==> config.mk <==
export PLATFORM = sky130hd
export DESIGN_NAME = mapped_io_bank_flat
export DESIGN_NICKNAME = d
export VERILOG_FILES = /design/src/rtl/mapped_io_bank_if.sv /design/src/rtl/mapped_io_bank.sv /design/src/flat_wrapper.sv
export SDC_FILE = /design/constraint.sdc
export NUM_CORES = 1
export LEC_CHECK = 0
export CELL_PAD_IN_SITES_DETAIL_PLACEMENT = 0
export CELL_PAD_IN_SITES_GLOBAL_PLACEMENT = 1
export CORE_UTILIZATION = 39
export DETAILED_ROUTE_END_ITERATION = 12
export GPL_ROUTABILITY_DRIVEN = 0
export GPL_TIMING_DRIVEN = 0
export HOLD_SLACK_MARGIN = 0.15
export PLACE_DENSITY = 0.8
export SLEW_MARGIN = 40
export SYNTH_ARGS = -nofsm -noshare
export SYNTH_HDL_FRONTEND = slang
export SYNTH_SLANG_ARGS = --single-unit
==> constraint.sdc <==
create_clock -name clk -period 1.8 [get_ports clk]
set_input_delay 0.18 -clock clk [delete_from_list [all_inputs] [get_ports clk]]
set_output_delay 0.18 -clock clk [all_outputs]
set_load 0.005 [all_outputs]
==> src/rtl/mapped_io_bank_if.sv <==
// CPU memory-bus view of an I/O bank: command, address and write data from the CPU,
// with the bank returning combinational read data and a drive enable for the shared read bus.
interface mapped_io_bank_if;
    logic [1:0]  mem_cmd;
    logic [8:0]  mem_addr;
    logic [15:0] write_data;
    logic [15:0] read_data;
    logic        read_en;

    modport master (
        output mem_cmd, mem_addr, write_data,
        input  read_data, read_en
    );

    modport slave (
        input  mem_cmd, mem_addr, write_data,
        output read_data, read_en
    );
endinterface

==> src/rtl/mapped_io_bank.sv <==
// Memory-mapped I/O bank: synchronised inputs, LED output register, W1C rising-edge status, masked irq.
// Latency: reads are combinational in the same cycle; writes land at the clock edge; input rises reach status SYNC_STAGES+1 edges after sampling.
// Backpressure: none, every bus command completes in its own cycle.
module mapped_io_bank #(
    parameter int          N_IN        = 10,
    parameter int          N_OUT       = 10,
    parameter int          SYNC_STAGES = 2,
    parameter logic [8:0]  IN_ADDR     = 9'h140,
    parameter logic [8:0]  OUT_ADDR    = 9'h100,
    parameter logic [8:0]  STAT_ADDR   = 9'h141,
    parameter logic [8:0]  MASK_ADDR   = 9'h142
) (
    input  logic              clk,
    input  logic              rst_n,
    input  logic [N_IN-1:0]   SW,
    mapped_io_bank_if.slave   bus,
    output logic [N_OUT-1:0]  LEDR,
    output logic              irq
);

    localparam logic [1:0] MREAD   = 2'b01;
    localparam logic [1:0] MWRITE  = 2'b10;
    localparam logic [2:0] ARM_CNT = 3'(SYNC_STAGES + 1);

    if (IN_ADDR == OUT_ADDR || IN_ADDR == STAT_ADDR || IN_ADDR == MASK_ADDR ||
        OUT_ADDR == STAT_ADDR || OUT_ADDR == MASK_ADDR || STAT_ADDR == MASK_ADDR) begin : g_addr_clash
        $error("mapped_io_bank: address parameters must be distinct");
    end
    if (N_IN < 1 || N_IN > 16 || N_OUT < 1 || N_OUT > 16 || SYNC_STAGES < 2 || SYNC_STAGES > 4) begin : g_bad_width
        $error("mapped_io_bank: parameter out of range");
    end

    logic [SYNC_STAGES-1:0][N_IN-1:0] sync_q, sync_d;
    logic [N_IN-1:0]  prev_q, prev_d;
    logic [N_IN-1:0]  status_q, status_d;
    logic [N_IN-1:0]  mask_q, mask_d;
    logic [N_OUT-1:0] out_reg_q, out_reg_d;
    logic [2:0]       arm_cnt_q, arm_cnt_d;

    logic [N_IN-1:0]  sync_val;
    logic [N_IN-1:0]  new_rise;
    logic             armed;
    logic             wr_vld;
    logic             rd_vld;
    logic [15:0]      rd_dat;
    logic             rd_hit;
    logic             unused_wd;

    assign unused_wd = ^bus.write_data;
    assign sync_val  = sync_q[SYNC_STAGES-1];
    assign armed     = (arm_cnt_q == ARM_CNT);
    // Rises seen before the synchroniser has flushed its reset zeros are not real edges.
    assign new_rise  = armed ? (sync_val & ~prev_q) : '0;
    assign wr_vld    = (bus.mem_cmd == MWRITE);
    assign rd_vld    = (bus.mem_cmd == MREAD);

    always_comb begin
        sync_d    = sync_q;
        sync_d[0] = SW;
        for (int i = 1; i < SYNC_STAGES; i++) begin
            sync_d[i] = sync_q[i-1];
        end
        prev_d    = sync_val;
        arm_cnt_d = armed ? arm_cnt_q : arm_cnt_q + 3'd1;
        out_reg_d = out_reg_q;
        mask_d    = mask_q;
        status_d  = status_q | new_rise;
        if (wr_vld) begin
            if (bus.mem_addr == OUT_ADDR)  out_reg_d = bus.write_data[N_OUT-1:0];
            if (bus.mem_addr == MASK_ADDR) mask_d    = bus.write_data[N_IN-1:0];
            // A rise in the clearing cycle survives the clear.
            if (bus.mem_addr == STAT_ADDR) status_d  = (status_q & ~bus.write_data[N_IN-1:0]) | new_rise;
        end
    end

    always_comb begin
        rd_dat = '0;
        rd_hit = 1'b0;
        if (rd_vld) begin
            if (bus.mem_addr == IN_ADDR) begin
                rd_hit            = 1'b1;
                rd_dat[N_IN-1:0]  = sync_val;
            end else if (bus.mem_addr == OUT_ADDR) begin
                rd_hit            = 1'b1;
                rd_dat[N_OUT-1:0] = out_reg_q;
            end else if (bus.mem_addr == STAT_ADDR) begin
                rd_hit            = 1'b1;
                rd_dat[N_IN-1:0]  = status_q;
            end else if (bus.mem_addr == MASK_ADDR) begin
                rd_hit            = 1'b1;
                rd_dat[N_IN-1:0]  = mask_q;
            end
        end
    end

    always_ff @(posedge clk or negedge rst_n) begin
        if (!rst_n) begin
            sync_q    <= '0;
            prev_q    <= '0;
            status_q  <= '0;
            mask_q    <= '0;
            out_reg_q <= '0;
            arm_cnt_q <= '0;
        end else begin
            sync_q    <= sync_d;
            prev_q    <= prev_d;
            status_q  <= status_d;
            mask_q    <= mask_d;
            out_reg_q <= out_reg_d;
            arm_cnt_q <= arm_cnt_d;
        end
    end

    assign bus.read_data = rd_dat;
    assign bus.read_en   = rd_hit;
    assign LEDR          = out_reg_q;
    assign irq           = |(status_q & mask_q);

endmodule
==> src/flat_wrapper.sv <==
// flat-port wrapper written by rule: the top's interface ports become plain ports
module mapped_io_bank_flat 
#(
    parameter int          N_IN        = 10,
    parameter int          N_OUT       = 10,
    parameter int          SYNC_STAGES = 2,
    parameter logic [8:0]  IN_ADDR     = 9'h140,
    parameter logic [8:0]  OUT_ADDR    = 9'h100,
    parameter logic [8:0]  STAT_ADDR   = 9'h141,
    parameter logic [8:0]  MASK_ADDR   = 9'h142
)
  (clk, rst_n, SW, LEDR, irq, bus_mem_cmd, bus_mem_addr, bus_write_data, bus_read_data, bus_read_en);
  mapped_io_bank_if bus_i ();
  input  logic clk;
  input  logic rst_n;
  input  logic [N_IN-1:0] SW;
  output logic [N_OUT-1:0] LEDR;
  output logic irq;
  input wire logic [$bits(bus_i.mem_cmd)-1:0] bus_mem_cmd;
  input wire logic [$bits(bus_i.mem_addr)-1:0] bus_mem_addr;
  input wire logic [$bits(bus_i.write_data)-1:0] bus_write_data;
  output wire logic [$bits(bus_i.read_data)-1:0] bus_read_data;
  output wire logic [$bits(bus_i.read_en)-1:0] bus_read_en;
  assign bus_i.mem_cmd = bus_mem_cmd;
  assign bus_i.mem_addr = bus_mem_addr;
  assign bus_i.write_data = bus_write_data;
  assign bus_read_data = bus_i.read_data;
  assign bus_read_en = bus_i.read_en;
  mapped_io_bank #(.N_IN(N_IN), .N_OUT(N_OUT), .SYNC_STAGES(SYNC_STAGES), .IN_ADDR(IN_ADDR), .OUT_ADDR(OUT_ADDR), .STAT_ADDR(STAT_ADDR), .MASK_ADDR(MASK_ADDR)) u_core (.clk(clk), .rst_n(rst_n), .SW(SW), .bus(bus_i), .LEDR(LEDR), .irq(irq));
endmodule
---- Yosys cells after proc, flatten, opt, wreduce, memory -nomap -nowiden ----
Cells that the tools add are included.
word-level totals
  flip-flop bits (word level) ............. 63
  input port bits ......................... 39
  word-level logic and storage cells ...... 38
  output and inout port bits .............. 28
operators by class
  muxes and demuxes ....................... 13
  eq/ne operators ......................... 7
  $add $sub $neg .......................... 1
  bitwise operators ....................... 7
  reductions and logical operators ........ 3
operators by type and width
  operator                                        count
  2-to-1 mux 10 bit                               8
  == test 9 bit (second input constant)           4
  bitwise AND 10 bit                              3
  NOT 10 bit                                      2
  bitwise OR 10 bit                               2
  OR reduction 10 bit                             1
  2-to-1 mux 1 bit                                5
  AND reduction 2 bit                             2
  adder 3 x 1 -> 3 bit (second input constant)    1
  == test 3 x 2 -> 1 bit (second input constant)  1
  == test 2 x 1 -> 1 bit (second input constant)  1
  == test 2 bit (second input constant)           1

---- Logic depth before layout (Yosys ltp) ----
Gate-level depths: netlist (run 1).
  depth in word-level cells ............... 6
  depth in mapped cells ................... 6

---- Worst setup path before layout (run 1) ----
Ideal clock, no wire load.
  path kind ............................... input-to-reg
  from .................................... input port bus_mem_addr[5]
  to ...................................... register u_core.out_reg_q[0] (netlist: u_core.LEDR[0])
  slack ................................... 0.191 ns
  data required time ...................... 1.675 ns
  arrival ................................. 1.484 ns
  setup time .............................. 0.125 ns
  stages .................................. 4
  path through ............................ or4b_4 -> nor4b_4 -> buf_6 -> mux2_2
between the ends
  cells in the longest elaborated chain, start to end .. 2
RTL lines
  what                                  line                   RTL
  start, declared                       flat_wrapper.sv:20     input wire logic [$bits(bus_i.mem_addr)-1:0] bus_mem_addr;
  == test 9 bit                         mapped_io_bank.sv:69   if (bus.mem_addr == OUT_ADDR) out_reg_d = bus.write_data[N_OUT-1:0];
  AND reduction 2 bit (no source line)  -
  end signal, assigned                  mapped_io_bank.sv:109  out_reg_q <= out_reg_d;
  end, declared                         mapped_io_bank.sv:37   logic [N_OUT-1:0] out_reg_q, out_reg_d;
Every way passes these cells.
A chain may end at the register's enable or synchronous reset.

---- Worst setup path in the final report (run 1) ----
  from .................................... input port bus_mem_addr[7]
  to ...................................... output port bus_read_data[9]
between the ends
  cells in the longest elaborated chain, start to end .. 6
  elaborated cells between the ends (all ways) .. 9
  classes of those cells .................. 4 x eq/ne; 5 x mux
RTL lines
  what                 line                  RTL
  == test 9 bit        mapped_io_bank.sv:89  end else if (bus.mem_addr == MASK_ADDR) begin
  2-to-1 mux 10 bit    mapped_io_bank.sv:89
  2-to-1 mux 10 bit    mapped_io_bank.sv:86  end else if (bus.mem_addr == STAT_ADDR) begin
  2-to-1 mux 10 bit    mapped_io_bank.sv:83  end else if (bus.mem_addr == OUT_ADDR) begin
  2-to-1 mux 10 bit *  mapped_io_bank.sv:80  if (bus.mem_addr == IN_ADDR) begin
  2-to-1 mux 10 bit *  mapped_io_bank.sv:79  if (rd_vld) begin
  end, declared        flat_wrapper.sv:22    output wire logic [$bits(bus_i.read_data)-1:0] bus_read_data;
Mark *: on every way between the ends. The rest lies on a longest branch, timed or not.

==> results.md, run 1 <==
- Most common cell after layout, fill and taps aside: dfrtp_1
- Total Wirelength: 6360 um
- Via count: 2006
- Status: finished, violations left
- Final ANT Viol Nets: 0
- Crit end category: output port
- Fraction of registers with async set/reset: 1.00
- Final #Nets: 346
- HPWL after detailed placement: 3990 um
- Worst EP required: 1.62 ns
- Peak supply drop: 0.000372 V
- Most frequent cells in the layout: 63 x dfrtp_1, 34 x clkdlybuf4s50_1, 31 x mux2_2
- Sequential Power Share: 0.532
- RSZ-0062 raised after global routing: true
- Fin crit share: 1.06
- Register Area: 0.00158 mm2
- Tightest Hold Check Type: in2async
- Tmin final: 1.90 ns
- Largest net degree at the start of global routing: 43
- Top Ports: 67
- Multi-input logic area: 0.00119 mm2
- Total track usage: 0.189
- Clock share of power: 0.377
- Row count: 30
- Part of the power in combinational logic: 0.091
- Worst-skew pair later-pin latency: 0.34 ns
- CP startpoint: bus_mem_addr[7]
- Pin slew with the least headroom to its limit: 0.551 ns
- Reg-to-reg critical path endpoint: u_core.arm_cnt_q[1]$_DFFE_PN0N_
- Internal: 0.00215 W
- Post-synthesis register bit count: 63
- Crit path launch type: input pin
- Fmax: 526 MHz
- CTS tree: built
- Mapped Cells: 227
- Clock skew: 0.00460 ns
- Drt drc: 0
- Ys Warns: 0
- Clock Sinks: 63
- IO buf count: 54
- Sw frac: 0.224
- Yosys cell types: 33
- Worst slew margin: 0.633
- Die Area: 0.00754 mm2
- Count of final setup violators: 10
- R2R Setup Slk: 0.24 ns
- Drt pass-1 iters: 4
- Top post-synthesis cells by area: dfrtp_1 56%, mux2_2 12%, and3b_1 6.2%
- NetSw: 0.000620 W
- Setup TNS: -0.839 ns
- H-tree depth: 3
- Worst r2r path cells: 4
- Mapped cell area: 0.00281 mm2
- Pwr Total: 0.00277 W
- PnR worst setup slack: -0.101 ns
- Clock root cell: clkbuf_8
- Endpoints failing hold: 0
- Sequential-to-total area share from yosys stat: 0.561
- Worst hold slack: 0.269 ns
- Die Span Y: 86.9 um
- Power per cell area: 727 mW/mm2
- Worst-case clock buffer depth: 2
- Die X-Extent: 86.9 um
- Post-synth EDFFs: 0
- Via density per instance: 4.97
- Average size of a mapped cell: 12.4 um2
- Critical setup path kind: in2out
- Critical path data arrival time: 1.72 ns
- Starting Density: 0.409
- ANT cells: 0
- Wire per inst: 15.7 um
- Share of cells above drive strength 1: 0.325
- Failing checks: setup timing
- Lkg Pwr: 1.78 nW
- Worst setup path endpoint: bus_read_data[9]
- Core area: 0.00687 mm2
- Reg clk slew, reported paths: 0.06 ns
- Num CTS Buffers: 9
- DR iter-0 viols: 100
- Max-cap violation count: 0
- Slew Viols, Final: 0
- Leading area contributor after synthesis: dfrtp_1
- Initial antenna violation count: 0
- First-pass GRT wire length: 10400 um
- Core Util, Final: 0.555
- P&R area growth vs syn: 35.9%
- Critical Path Fanout Max: 5
- GRT overflow: 0
- Top-area cell type share of the netlist area: 0.561
- Ys flop type: dfrtp_1
- Fillcell total: 596
- Vias in the first global route: 1974
- Reg2reg start: u_core.arm_cnt_q[0]$_DFFE_PN0N_
==> area by class of cell <==
class / count / share of cell area
plain buffers: 18 / 0.0394
clock buffers: 13 / 0.0417
clock inverters: 1 / 0.00131
inverters: 12 / 0.0118
multi-input cells: 139 / 0.312
flip-flops and latches: 63 / 0.413
well taps: 96 / 0.0315
repair buffers: 62 / 0.149
==> metal layers <==
metal	GRT usage	routed length (um)
met1	0.258	3050
met2	0.286	2890
met3	0.0521	320
met4	0.0727	97
met5	0	0
==> repair_timing <==
| action | CTS | global route |
|---|---|---|
| setup buffers | 3 | 1 |
| pin swaps | 5 | 4 |
| endpoints found under the setup margin | 13 | 12 |
| gates resized for setup | 93 | 9 |
| gates cloned | 2 | 0 |
| hold endpoints to repair | 63 | 0 |
| hold buffers | 1 | 0 |
==> critical path, stage by stage <==
cell and delay, ns:
buf_6 0.09, or4b_4 0.53, or3b_4 0.41, buf_12 0.15
buf_12 0.13, a21oi_4 0.11, buf_2 0.13
==> power groups by stage <==
stage          sequential, W  clock [W]  combinational (W)
3_3_place_gp         0.00150          0           0.000233
2_1_floorplan        0.00150          0          0.0000936
5_1_grt              0.00148    0.00114           0.000277
3_5_place_dp         0.00150          0           0.000241
6_report             0.00148    0.00105           0.000252
4_1_cts              0.00148    0.00108           0.000254
==> state kept, by name, summed over array words and instances, names as in the netlist <==
register	cells
u_core.mask_q	10
u_core.arm_cnt_q	3
u_core.sync_d	10
u_core.LEDR	10
u_core.status_q	10
u_core.prev_q	10
u_core.prev_d	10
==> worst min-delay path by stage <==
stage / startpoint / end / slack, ns / cells after the start
detailed placement: rst_n / u_core.sync_d[13]$_DFF_PN0_ / 0.09 / 1
global route: SW[3] / u_core.sync_d[13]$_DFF_PN0_ / 0.27 / 1
finish: rst_n / u_core.sync_d[13]$_DFF_PN0_ / 0.27 / 2
global placement: u_core.sync_d[13]$_DFF_PN0_ / u_core.prev_d[3]$_DFF_PN0_ / 0.33 / 0
floorplan: rst_n / u_core.LEDR[0]$_DFFE_PN0P_ / -0.12 / 0
CTS: rst_n / u_core.sync_d[13]$_DFF_PN0_ / 0.27 / 2
==> kinds of logic (layout without fill, tap and decap cells) <==
group / count (synthesis) / after routing / synth area share
AOI/OAI and AO/OA: 45 / 45 / 0.0954
buffers and inverters: 30 / 106 / 0.0566
muxes: 32 / 32 / 0.128
and+or+nand+nor: 52 / 52 / 0.142
xor gates and xnor gates: 1 / 1 / 0.00312
other: 1 / 6 / 0.00134
DFF: 63 / 63 / 0.561
adders and majority gates: 3 / 3 / 0.0125
==> per-stage QoR <==
step	setup WS [ns]	instances	cell area, um2
2_1_floorplan	0.191	232	2830
3_3_place_gp	-1.48	382	3490
3_5_place_dp	-0.868	383	3500
4_1_cts	-0.114	403	3790
5_1_grt	-0.133	404	3810
6_report	-0.101	404	3810
==> synthesized netlist by cell type (all sizes together), types with 2 or more instances <==
library cell  number
a21o              10
a21oi             10
a22oi              3
and3b             20
buf               11
clkbuf             7
dfrtp             63
ha                 2
inv               12
mux2              31
nand2             12
nand3b             8
nor2b              2
nor4               2
o21ai             18
o22ai              2
Power figures use the tool's default switching activity.
==> inputs of run 2 (changes only) <==
--- a/config.mk
+++ b/config.mk
@@ -13,6 +13,7 @@
 export GPL_TIMING_DRIVEN = 0
 export HOLD_SLACK_MARGIN = 0.15
 export PLACE_DENSITY = 0.8
+export RECOVER_POWER = 25
 export SLEW_MARGIN = 40
 export SYNTH_ARGS = -nofsm -noshare
 export SYNTH_HDL_FRONTEND = slang
==> results.md, run 2 (same netlist as run 1, synthesis figures left out) <==
- Final #Nets: 346
- Register Area: 0.00158 mm2
- Tmin final: 1.90 ns
- Critical setup path kind: in2out
- Reg clk slew, reported paths: 0.06 ns
- First-pass GRT wire length: 10400 um
- R2R Setup Slk: 0.24 ns
- GRT overflow: 0
- Core Util, Final: 0.555
- Row count: 30
- Reg-to-reg critical path endpoint: u_core.arm_cnt_q[1]$_DFFE_PN0N_
- Clock root cell: clkbuf_8
- Largest net degree at the start of global routing: 43
- Pin slew with the least headroom to its limit: 1.24 ns
- Share of cells above drive strength 1: 0.321
- Crit end category: output port
- Post-route insts no fill: 404
- Clock share of power: 0.378
- Critical Path Fanout Max: 5
- Tightest Hold Check Type: reg2reg
- PnR worst setup slack: -0.101 ns
- H-tree depth: 3
- Initial antenna violation count: 0
- Drt drc: 0
- NetSw: 0.000621 W
- Num CTS Buffers: 9
- Most common cell after layout, fill and taps aside: dfrtp_1
- P&R area growth vs syn: 35.7%
- Worst hold path depth: 0
- Max-cap violation count: 0
- Via count: 2007
- Worst slew margin: 0.170
- Total track usage: 0.189
- Crit path launch type: input pin
- Status: finished, violations left
- Endpoints failing hold: 0
- Sw frac: 0.224
- Total Wirelength: 6350 um
- HPWL after detailed placement: 3990 um
- ANT cells: 0
- Fmax: 526 MHz
- DR iter-0 viols: 100
- Worst-case clock buffer depth: 2
- Worst-skew pair later-pin latency: 0.34 ns
- Worst EP required: 1.62 ns
- Core area: 0.00687 mm2
- CTS tree: built
- IO buf count: 54
- Top Ports: 67
- Wire per inst: 15.7 um
- Starting Density: 0.409
- Multi-input logic area: 0.00119 mm2
- Reg2reg start: u_core.arm_cnt_q[0]$_DFFE_PN0N_
- Peak supply drop: 0.000373 V
- Placed instance count: 383
- Worst hold slack: 0.346 ns
- Die X-Extent: 86.9 um
- RSZ-0062 raised after global routing: true
- Internal: 0.00215 W
- Via density per instance: 4.97
- Clock Sinks: 63
- Fillcell total: 597
- Dpl ws: -0.868 ns
- Most frequent cells in the layout: 63 x dfrtp_1, 31 x mux2_2, 24 x clkdlybuf4s50_1
- Critical path data arrival time: 1.72 ns
- Worst r2r path cells: 4
- Sequential Power Share: 0.533
- Fin crit share: 1.06
- Final ANT Viol Nets: 0
- Hold Path End: u_core.prev_d[8]$_DFF_PN0_
- Count of final setup violators: 10
- Die Area: 0.00754 mm2
- Power per cell area: 727 mW/mm2
- Clock skew: 0.00460 ns
- Drt pass-1 iters: 4
- Lkg Pwr: 1.78 nW
- Slew Viols, Final: 0
- Die Span Y: 86.9 um
- Vias in the first global route: 1974
- Failing checks: setup timing
- Part of the power in combinational logic: 0.089
- Min-delay src: u_core.sync_d[18]$_DFF_PN0_
run 2: layout make-up:
cell class,instances,area share
plain buffers,18,0.0394
inverters,12,0.0118
flip-flops and latches,63,0.414
well taps,96,0.0315
clock buffers,13,0.0417
clock inverters,1,0.00131
repair buffers,62,0.148
multi-input cells,139,0.313
run 2: power groups by stage:
stage                     registers (W)  clock network, W  logic (W)
after floorplan                 0.00150                 0  0.0000936
after global placement          0.00150                 0   0.000233
after detailed placement        0.00150                 0   0.000241
after CTS                       0.00148           0.00108   0.000254
after global routing            0.00148           0.00114   0.000272
final                           0.00148           0.00105   0.000247
run 2: how the worst max path moves through the flow:
stage,from,to,cells after the start
3_5_place_dp,bus_mem_addr[1],bus_read_data[8],6
2_1_floorplan,bus_mem_addr[5],u_core.LEDR[0]$_DFFE_PN0P_,4
5_1_grt,bus_mem_addr[7],bus_read_data[9],7
6_report,bus_mem_addr[7],bus_read_data[9],7
4_1_cts,bus_mem_addr[7],bus_read_data[8],7
3_3_place_gp,rst_n,u_core.prev_d[9]$_DFF_PN0_,1
run 2: stage by stage:
stage,TNS [ns],power (W),area [um2]
floorplan,0,0.00159,2830
global placement,-109.60,0.00173,3490
detailed placement,-17.06,0.00174,3500
CTS,-0.974,0.00281,3790
global route,-1.25,0.00289,3810
finish,-0.840,0.00277,3810
run 2: critical path, stage by stage:
cell and delay [ns]:
buf_6 0.09, or4b_4 0.53, or3b_4 0.41, buf_12 0.15
buf_12 0.13, a21oi_4 0.11, buf_2 0.13
run 2: routing by layer:
layer / vias up / track usage / wire, um
li1: 953 / - / -
met1: 998 / 0.258 / 3050
met2: 46 / 0.286 / 2890
met3: 10 / 0.0521 / 320
met4: 0 / 0.0727 / 97
met5: - / 0 / 0
run 2: what timing repair did:
item	in CTS	in global routing
endpoints found under the hold margin	63	0
pin swaps	5	4
setup endpoints to repair	13	12
gates cloned	2	0
gates resized for setup	93	9
hold buffers	1	0
buffers inserted	3	1
